## src/rtl/fetch_pkg.sv

```systemverilog
// fetch_pkg: shared state encoding and default constants for the fetch controller
package fetch_pkg;
    typedef enum logic [1:0] {IDLE, REQ, WAIT, HOLD} state_t;
    localparam logic [31:0] RESET_PC_DEFAULT = 32'h0000_0000;
    localparam logic [31:0] TRAP_VEC_DEFAULT = 32'h0000_0100;
    localparam int INSTR_W = 32;
endpackage

```

## src/rtl/fetch_pc_reg.sv

```systemverilog
// fetch_pc_reg: program counter register with load enable
module fetch_pc_reg
    import fetch_pkg::*;
#(
    parameter logic [31:0] RESET_PC = RESET_PC_DEFAULT
) (
    input  logic        clk,
    input  logic        rst,
    input  logic        load,
    input  logic [31:0] next_pc,
    output logic [31:0] pc
);
    always_ff @(posedge clk)
        if (rst) pc <= RESET_PC;
        else if (load) pc <= next_pc;
endmodule

```

## src/rtl/fetch_controller.sv

```systemverilog
// fetch_controller: single-outstanding instruction fetch FSM with redirect, trap and kill handling
module fetch_controller
    import fetch_pkg::*;
#(
    parameter logic [31:0] RESET_PC = RESET_PC_DEFAULT,
    parameter logic [31:0] TRAP_VEC = TRAP_VEC_DEFAULT
) (
    input  logic               clk,
    input  logic               rst,
    output logic               imem_req,
    output logic [31:0]        imem_addr,
    input  logic               imem_gnt,
    input  logic               imem_rvalid,
    input  logic [INSTR_W-1:0] imem_rdata,
    input  logic               redirect_valid,
    input  logic [31:0]        redirect_pc,
    input  logic               trap_req,
    input  logic               stall,
    output logic               if_valid,
    output logic [31:0]        if_pc,
    output logic [INSTR_W-1:0] if_instr,
    output logic               misaligned
);
    state_t state, state_n;
    logic [31:0] pc, pc_n, if_pc_n;
    logic [INSTR_W-1:0] if_instr_n;
    logic pc_ld, kill, kill_n, if_valid_n, misaligned_n, flush, in_flight, deliver;

    fetch_pc_reg #(.RESET_PC(RESET_PC)) u_pc (
        .clk(clk), .rst(rst), .load(pc_ld), .next_pc(pc_n), .pc(pc)
    );

    assign imem_req  = state == REQ;
    assign imem_addr = pc;

    always_comb begin
        flush        = state != IDLE && (trap_req || redirect_valid);
        misaligned_n = flush && !trap_req && redirect_pc[1:0] != 2'b00;
        // a response returning this very cycle is already consumed, so it is not in flight
        in_flight    = (state == WAIT && !imem_rvalid) || (state == REQ && imem_gnt);
        deliver      = state == WAIT && imem_rvalid && !kill && !flush;
        state_n      = flush ? (in_flight ? WAIT : REQ) :
                       state == IDLE ? REQ :
                       state == REQ  ? (imem_gnt ? WAIT : REQ) :
                       state == WAIT ? (imem_rvalid ? (kill ? REQ : HOLD) : WAIT) :
                       (stall ? HOLD : REQ);
        kill_n       = flush ? in_flight : (state == WAIT && imem_rvalid) ? 1'b0 : kill;
        pc_ld        = flush || deliver;
        pc_n         = flush ? ((trap_req || misaligned_n) ? TRAP_VEC : redirect_pc) : pc + 32'd4;
        if_valid_n   = flush ? 1'b0 : deliver ? 1'b1 : (state == HOLD && !stall) ? 1'b0 : if_valid;
        if_pc_n      = deliver ? pc : if_pc;
        if_instr_n   = deliver ? imem_rdata : if_instr;
    end

    always_ff @(posedge clk) begin
        if (rst) begin
            state      <= IDLE;
            kill       <= 1'b0;
            if_valid   <= 1'b0;
            if_pc      <= '0;
            if_instr   <= '0;
            misaligned <= 1'b0;
        end else begin
            state      <= state_n;
            kill       <= kill_n;
            if_valid   <= if_valid_n;
            if_pc      <= if_pc_n;
            if_instr   <= if_instr_n;
            misaligned <= misaligned_n;
        end
    end
endmodule

```

## config.mk

```make
export PLATFORM = sky130hd
export DESIGN_NAME = fetch_controller
export DESIGN_NICKNAME = d
export VERILOG_FILES = /design/src/rtl/fetch_pkg.sv /design/src/rtl/fetch_pc_reg.sv /design/src/rtl/fetch_controller.sv
export SDC_FILE = /design/constraint.sdc
export NUM_CORES = 1
export LEC_CHECK = 0
export CAP_MARGIN = 30
export CORE_ASPECT_RATIO = 0.75
export CORE_MARGIN = 10
export CORE_UTILIZATION = 35
export DETAILED_ROUTE_END_ITERATION = 8
export DONT_BUFFER_PORTS = 1
export GPL_TIMING_DRIVEN = 0
export PLACE_DENSITY = 0.6
export SLEW_MARGIN = 10
export SYNTH_ARGS = -nofsm -noshare
export SYNTH_HDL_FRONTEND = slang
export SYNTH_HIERARCHICAL = 1
export SYNTH_SLANG_ARGS = --single-unit
```

## constraint.sdc

```tcl
create_clock -name clk -period 2.1 [get_ports clk]
set_input_delay 0.525 -clock clk [delete_from_list [all_inputs] [get_ports clk]]
set_output_delay 0.525 -clock clk [all_outputs]
set_load 0.01 [all_outputs]
```

# Word-level counts from Yosys, hierarchy flattened
# Cells that the tools add are included.
classes:
  add_sub_neg: 1
  n_eq_ne: 3
  muxes: 15
  reduce_logical: 24
ops:
  columns: ["op", "count"]
  rows:
  - ["32-bit two-way mux", 2]
  - ["32-bit by 3-bit adder with 32-bit output (second input constant)", 1]
  - ["2-bit two-way mux", 9]
  - ["1-bit logical AND", 9]
  - ["2-bit nonzero test", 4]
  - ["1-bit zero test", 5]
  - ["2-bit equality test (second input constant)", 2]
  - ["1-bit logical OR", 4]
  - ["1-bit two-way mux", 4]
  - ["2-bit by 1-bit equality test with 1-bit output (second input constant)", 1]
  - ["2-bit zero test", 1]
  - ["2-bit OR reduction", 1]
totals:
  ff_bits: 101
  wordCells: 50

# Longest topological paths before layout
depth:
  depth_word: 7
  mapped_depth: 8
  depth_no_buf: 8

# Hierarchy
# The synthesis kept the hierarchy.
by_module_without_submodules:
  columns: ["module", "n_inst", "cells_each", "area_each_um2"]
  rows:
  - ["fetch_controller", 1, 463, 3355.7]
  - ["fetch_pc_reg", 1, 103, 1163.6]

# Least setup slack after synthesis
# OpenSTA, ideal clock, no wires.
synth_timing:
  path_kind: "reg2reg"
  from: "register u_pc.pc[2]"
  to: "register u_pc.pc[24]"
  setup_ps: 128
  t_arrival_ps: 1763
  t_required_ps: 1972
  path_slack_ps: 209
  path_stages_with_launch: 9
  n_path_buf: 0
  cell_sequence: "dfxtp_1 > ha_1 > and3_2 > nand4_4 > nor4_1 > xnor2_1 > o21ai_1 > mux2i_1 > nor2_1"
synth_between:
  elab_chain_cells: 2
synth_rtl:
  columns: ["element", "line", "rtl"]
  rows:
  - ["start: declaration", "fetch_pc_reg.sv:11", "output logic [31:0] pc"]
  - ["start signal: assignment", "fetch_pc_reg.sv:15", "else if (load) pc <= next_pc;"]
  - ["32-bit by 3-bit adder with 32-bit output", "fetch_controller.sv:49", "pc_n = flush ? ((trap_req || misaligned_n) ? TRAP_VEC : redirect_pc) : pc + 32'd4;"]
  - ["32-bit two-way mux", "fetch_controller.sv:49", null]
  - ["net pc_n[24]", "fetch_controller.sv:25", "logic [31:0] pc, pc_n, if_pc_n;"]
# The timed path passes the listed nets, and every way through them passes these cells.
# A chain may end at the register's enable or synchronous reset.

# Worst setup path in the final report
layout_timing:
  from: "register state[1]"
  to: "register u_pc.pc[20]"
layout_between:
  elab_chain_cells: 7
layout_rtl:
  columns: ["element", "line", "rtl"]
  rows:
  - ["start: declaration", "fetch_controller.sv:24", "state_t state, state_n;"]
  - ["start signal: assignment", "fetch_controller.sv:64", "state <= state_n;"]
  - ["2-bit nonzero test (*)", "fetch_controller.sv:37", "flush = state != IDLE && (trap_req || redirect_valid);"]
  - ["1-bit logical AND (*)", "fetch_controller.sv:37", null]
  - ["1-bit logical AND (2 in series)", "fetch_controller.sv:38", "misaligned_n = flush && !trap_req && redirect_pc[1:0] != 2'b00;"]
  - ["1-bit logical OR", "fetch_controller.sv:49", null]
  - ["32-bit two-way mux", "fetch_controller.sv:49", null]
  - ["32-bit two-way mux (*)", "fetch_controller.sv:49", null]
  - ["net pc_n[20]", "fetch_controller.sv:25", null]
# The timed path passes the listed nets; every way through them passes the cells marked *.

==> metrics.md <==
| Metric | Value |
|---|---|
| P_sw | a little over 1 mW |
| H-Tree Depth | 3 |
| Total grt overflow | 0 |
| DRC viols | 0 |
| Req. time, crit path | ~2.3 ns |
| Fin. max-slew vios | 0 |
| Fin. Hold Viols | 0 |
| Clk buf depth | 2 |
| CTS tree | built |
| Cell Pwr Density | approximately 790 mW/mm^2 |
| Root buf cell | clkbuf_16 |
| Fin crit period | roughly 2 ns |
| First-pass GRT wire length | 22180 microns |
| Status | finished clean |
| Routed Antenna Nets | 0 |
| # nets final | 652 |
| Core Area | 0.01244 sq mm |
| Synth top area cells | dfxtp_1 (45%), nand2_1 (14%), a21oi_1 (7.4%), mux2i_1 (7.3%), nor2_1 (3.7%) |
| YS warnings | 6 |
| Slew HR | a little over three fifths |
| Critical path arrival | between 2 and 2.5 ns |
| Kind of end point of the critical path | flip-flop |
| Largest net degree at the start of global routing | 19 |
| Total track usage | between 10% and 20% |
| Most common cell after layout, fill and taps aside | nand2_1 |
| Crit path from | state[1]$_SDFF_PP0_ |
| Startpoint Class | flip-flop |
| Dpl cells | 732 |
| Hold Crit Class | in2reg |
| Mapped Area | 0.004519 sq mm |
| Clock-pin slew on the worst setup and hold paths | 0.07 ns |
| Drt first pass iters | 4 |
| Initial antenna violation count | 0 |
| Final WL | approximately 14000 microns |
| Worst skew pair latency | roughly 0.34 ns |
| DR iter-0 viols | approximately 250 |
| Worst-Margin Slew | about 0.55 ns |
| Gate power share | 7.4% |
| I/O Pins | 170 |
| Drt via density | ~5.3 |
| Power Total | 4.136 mW |
| Area delta synth->final | 15.50% |
| Setup violators final | 0 |
| Switching share of total power | between 20 and 25% |
| Maximum fanout along the worst path | 10 |
| Diode count | 0 |
| Flop-to-flop setup slack | 0.10 ns |
| Post-DP HPWL | approximately 11000 microns |
| Vias in the first global route | between 3000 and 4000 |
| Sink Count | between 100 and 150 |
| Max Clk Rate | roughly 500 MHz |
| Die width | between 150 and 200 microns |
| Share of layout cells above drive strength 1 | 12.99% |
| Max-cap viol count | 0 |
| Syn_area_per_cell | about 8.0 sq um |
| Internal power | approximately 3.1 mW |
| Layout Cells excl Fill | between 700 and 800 |
| Skew final | 0.008247 ns |
| Yosys reg bits | 101 |
| Final TNS setup | 0 ns |
| Dominant cell type by area after synthesis | dfxtp_1 |
| Clock power frac | around 44% |
| Reg2Reg Depth | 6 |
| Filler cells | 1267 |
| Synth Instances | approximately 570 |
| Reg2Reg Capture Point | u_pc/pc[20]$_SDFFE_PP0P_ |
| CP Capture Point | u_pc/pc[20]$_SDFFE_PP0P_ |
| TritonCTS buffer count | 9 |
| Routed wire per std cell | 19.15 microns |
| Syn Nets | roughly 640 |
| Die Ht | ~120 microns |
| Sequential area share after synthesis | between 40% and 50% |
| Period utilization | a little over nine tenths |
| Unrepaired setup endpoints after global routing | true |
| Post-synth top area share | around 45% |
| Die area | approximately 0.018 sq mm |
| GPL Wtd Cong | 0.7885 |
| Row cnt | 35 |
| Initial Util | between 30% and 40% |
| Static leakage | ~1.8 nW |
| Worst R2R Start | state[1]$_SDFF_PP0_ |
| Vias | 3969 |
| Synth cell types | 37 |
| I/O Buffers | 0 |
| Max VDD drop | between 0.0003 and 0.0004 V |
| Seq pwr share | 48.2% |
| DP Area | approximately 0.0047 sq mm |
| Most frequent cells in the layout | nand2_1 (166), dfxtp_1 (86), a21oi_1 (67) |
| Fin area | around 0.0052 sq mm |
| Critical path class | reg2reg |
-- sequential cells by signal, indices dropped and copies added (netlist names) --
signal,flops
kill,1
if_pc,32
if_valid,1
u_pc/pc,32
if_instr,32
misaligned,1
state,2
-- layer usage --
| layer | GRT usage, % | up-vias | part of all wire [%] |
|---|---|---|---|
| li1 | - | 1917 | - |
| met1 | 18.17 | 1902 | 41 |
| met2 | 24.30 | 141 | 46 |
| met3 | 8.464 | 9 | 12 |
| met4 | 2.761 | 0 | 0.59 |
| met5 | 0 | - | 0 |
-- Yosys cell counts (all sizes together) --
| library cell | n |
|---|---|
| o22ai | 1 |
| nand2 | 166 |
| inv | 3 |
| dfxtp | 101 |
| nor2 | 45 |
| a2111oi | 2 |
| nand3 | 9 |
| and3 | 9 |
| a211oi | 2 |
| nand4 | 9 |
| clkbuf | 19 |
| xnor2 | 17 |
| mux2i | 33 |
| nor4 | 6 |
| ha | 1 |
| nor4bb | 1 |
| a21oi | 67 |
| nand3b | 1 |
| xor2 | 11 |
| a22o | 1 |
| nand2b | 1 |
| and4 | 2 |
| nor3 | 5 |
| nor2b | 3 |
| and2 | 4 |
| o21ai | 30 |
| buf | 17 |
-- metrics by stage --
step | hold WS (ns) | setup slack (ns) | util (%)
floorplan | 0.4805 | 0.2094 | -
global placement | 0.4996 | -0.2556 | 38.01
detailed placement | 0.5030 | -0.2913 | 38.01
CTS | 0.2277 | 0.008126 | 40.94
global route | 0.2249 | -0.04573 | 41.97
finish | 0.2446 | 0.1008 | 41.97
-- worst min path at each step --
stage	from	endpoint	slack (ns)	cells after the start
2_1_floorplan	if_instr[0]$_SDFFE_PP0P_	if_instr[0]$_SDFFE_PP0P_	0.48	2
3_3_place_gp	if_pc[11]$_SDFFE_PP0P_	if_pc[11]$_SDFFE_PP0P_	0.50	2
3_5_place_dp	if_pc[10]$_SDFFE_PP0P_	if_pc[10]$_SDFFE_PP0P_	0.50	2
4_1_cts	rst	u_pc/pc[29]$_SDFFE_PP0P_	0.23	1
5_1_grt	rst	u_pc/pc[29]$_SDFFE_PP0P_	0.22	1
6_report	rst	u_pc/pc[29]$_SDFFE_PP0P_	0.24	1
-- cells by family after synthesis --
family / Yosys count / synth area share [%]
and+or+nand+nor: 261 / 25.64
AOI/OAI and AO/OA: 103 / 11.79
DFF: 101 / 44.74
buffers and inverters: 39 / 4.817
muxes: 33 / 7.309
xor gates and xnor gates: 28 / 5.426
adders and majority gates: 1 / 0.2768
-- power groups by stage --
stage          Sequential [mW]  Combinational, mW  Clock, mW
2_1_floorplan             2.02              0.235          0
3_3_place_gp              2.03              0.295          0
3_5_place_dp              2.03              0.304          0
4_1_cts                   1.99              0.305       1.89
5_1_grt                   2.00              0.337       1.97
6_report                  1.99              0.307       1.84
-- what timing repair did --
item,CTS,global route
gates cloned,0,0
endpoints found under the hold margin,0,0
hold buffers,0,0
setup buffers,1,3
gates resized for setup,10,34
endpoints found under the setup margin,13,47
pin swaps,1,5
-- final cells by class --
| cell class | count | area [sq um] | area share [%] |
|---|---|---|---|
| multi-input combinational | 426 | 2384 | 45.66 |
| buffer | 35 | 209.0 | 4.003 |
| inverter | 3 | 11.26 | 0.2157 |
| clock buffer | 9 | 225.2 | 4.314 |
| timing repair buffer | 4 | 33.78 | 0.6472 |
| clock inverter | 7 | 103.9 | 1.989 |
| tap | 166 | 207.7 | 3.979 |
| sequential | 101 | 2046 | 39.19 |
-- critical path, stage by stage (launching register included) --
cell	delay, ns
dfxtp_1	0.46
nor2_1	0.11
nor2_1	0.45
clkbuf_1	0.41
o21ai_0	0.18
mux2i_1	0.20
nor2_1	0.06
No activity file was read; power rests on OpenSTA's default activity.
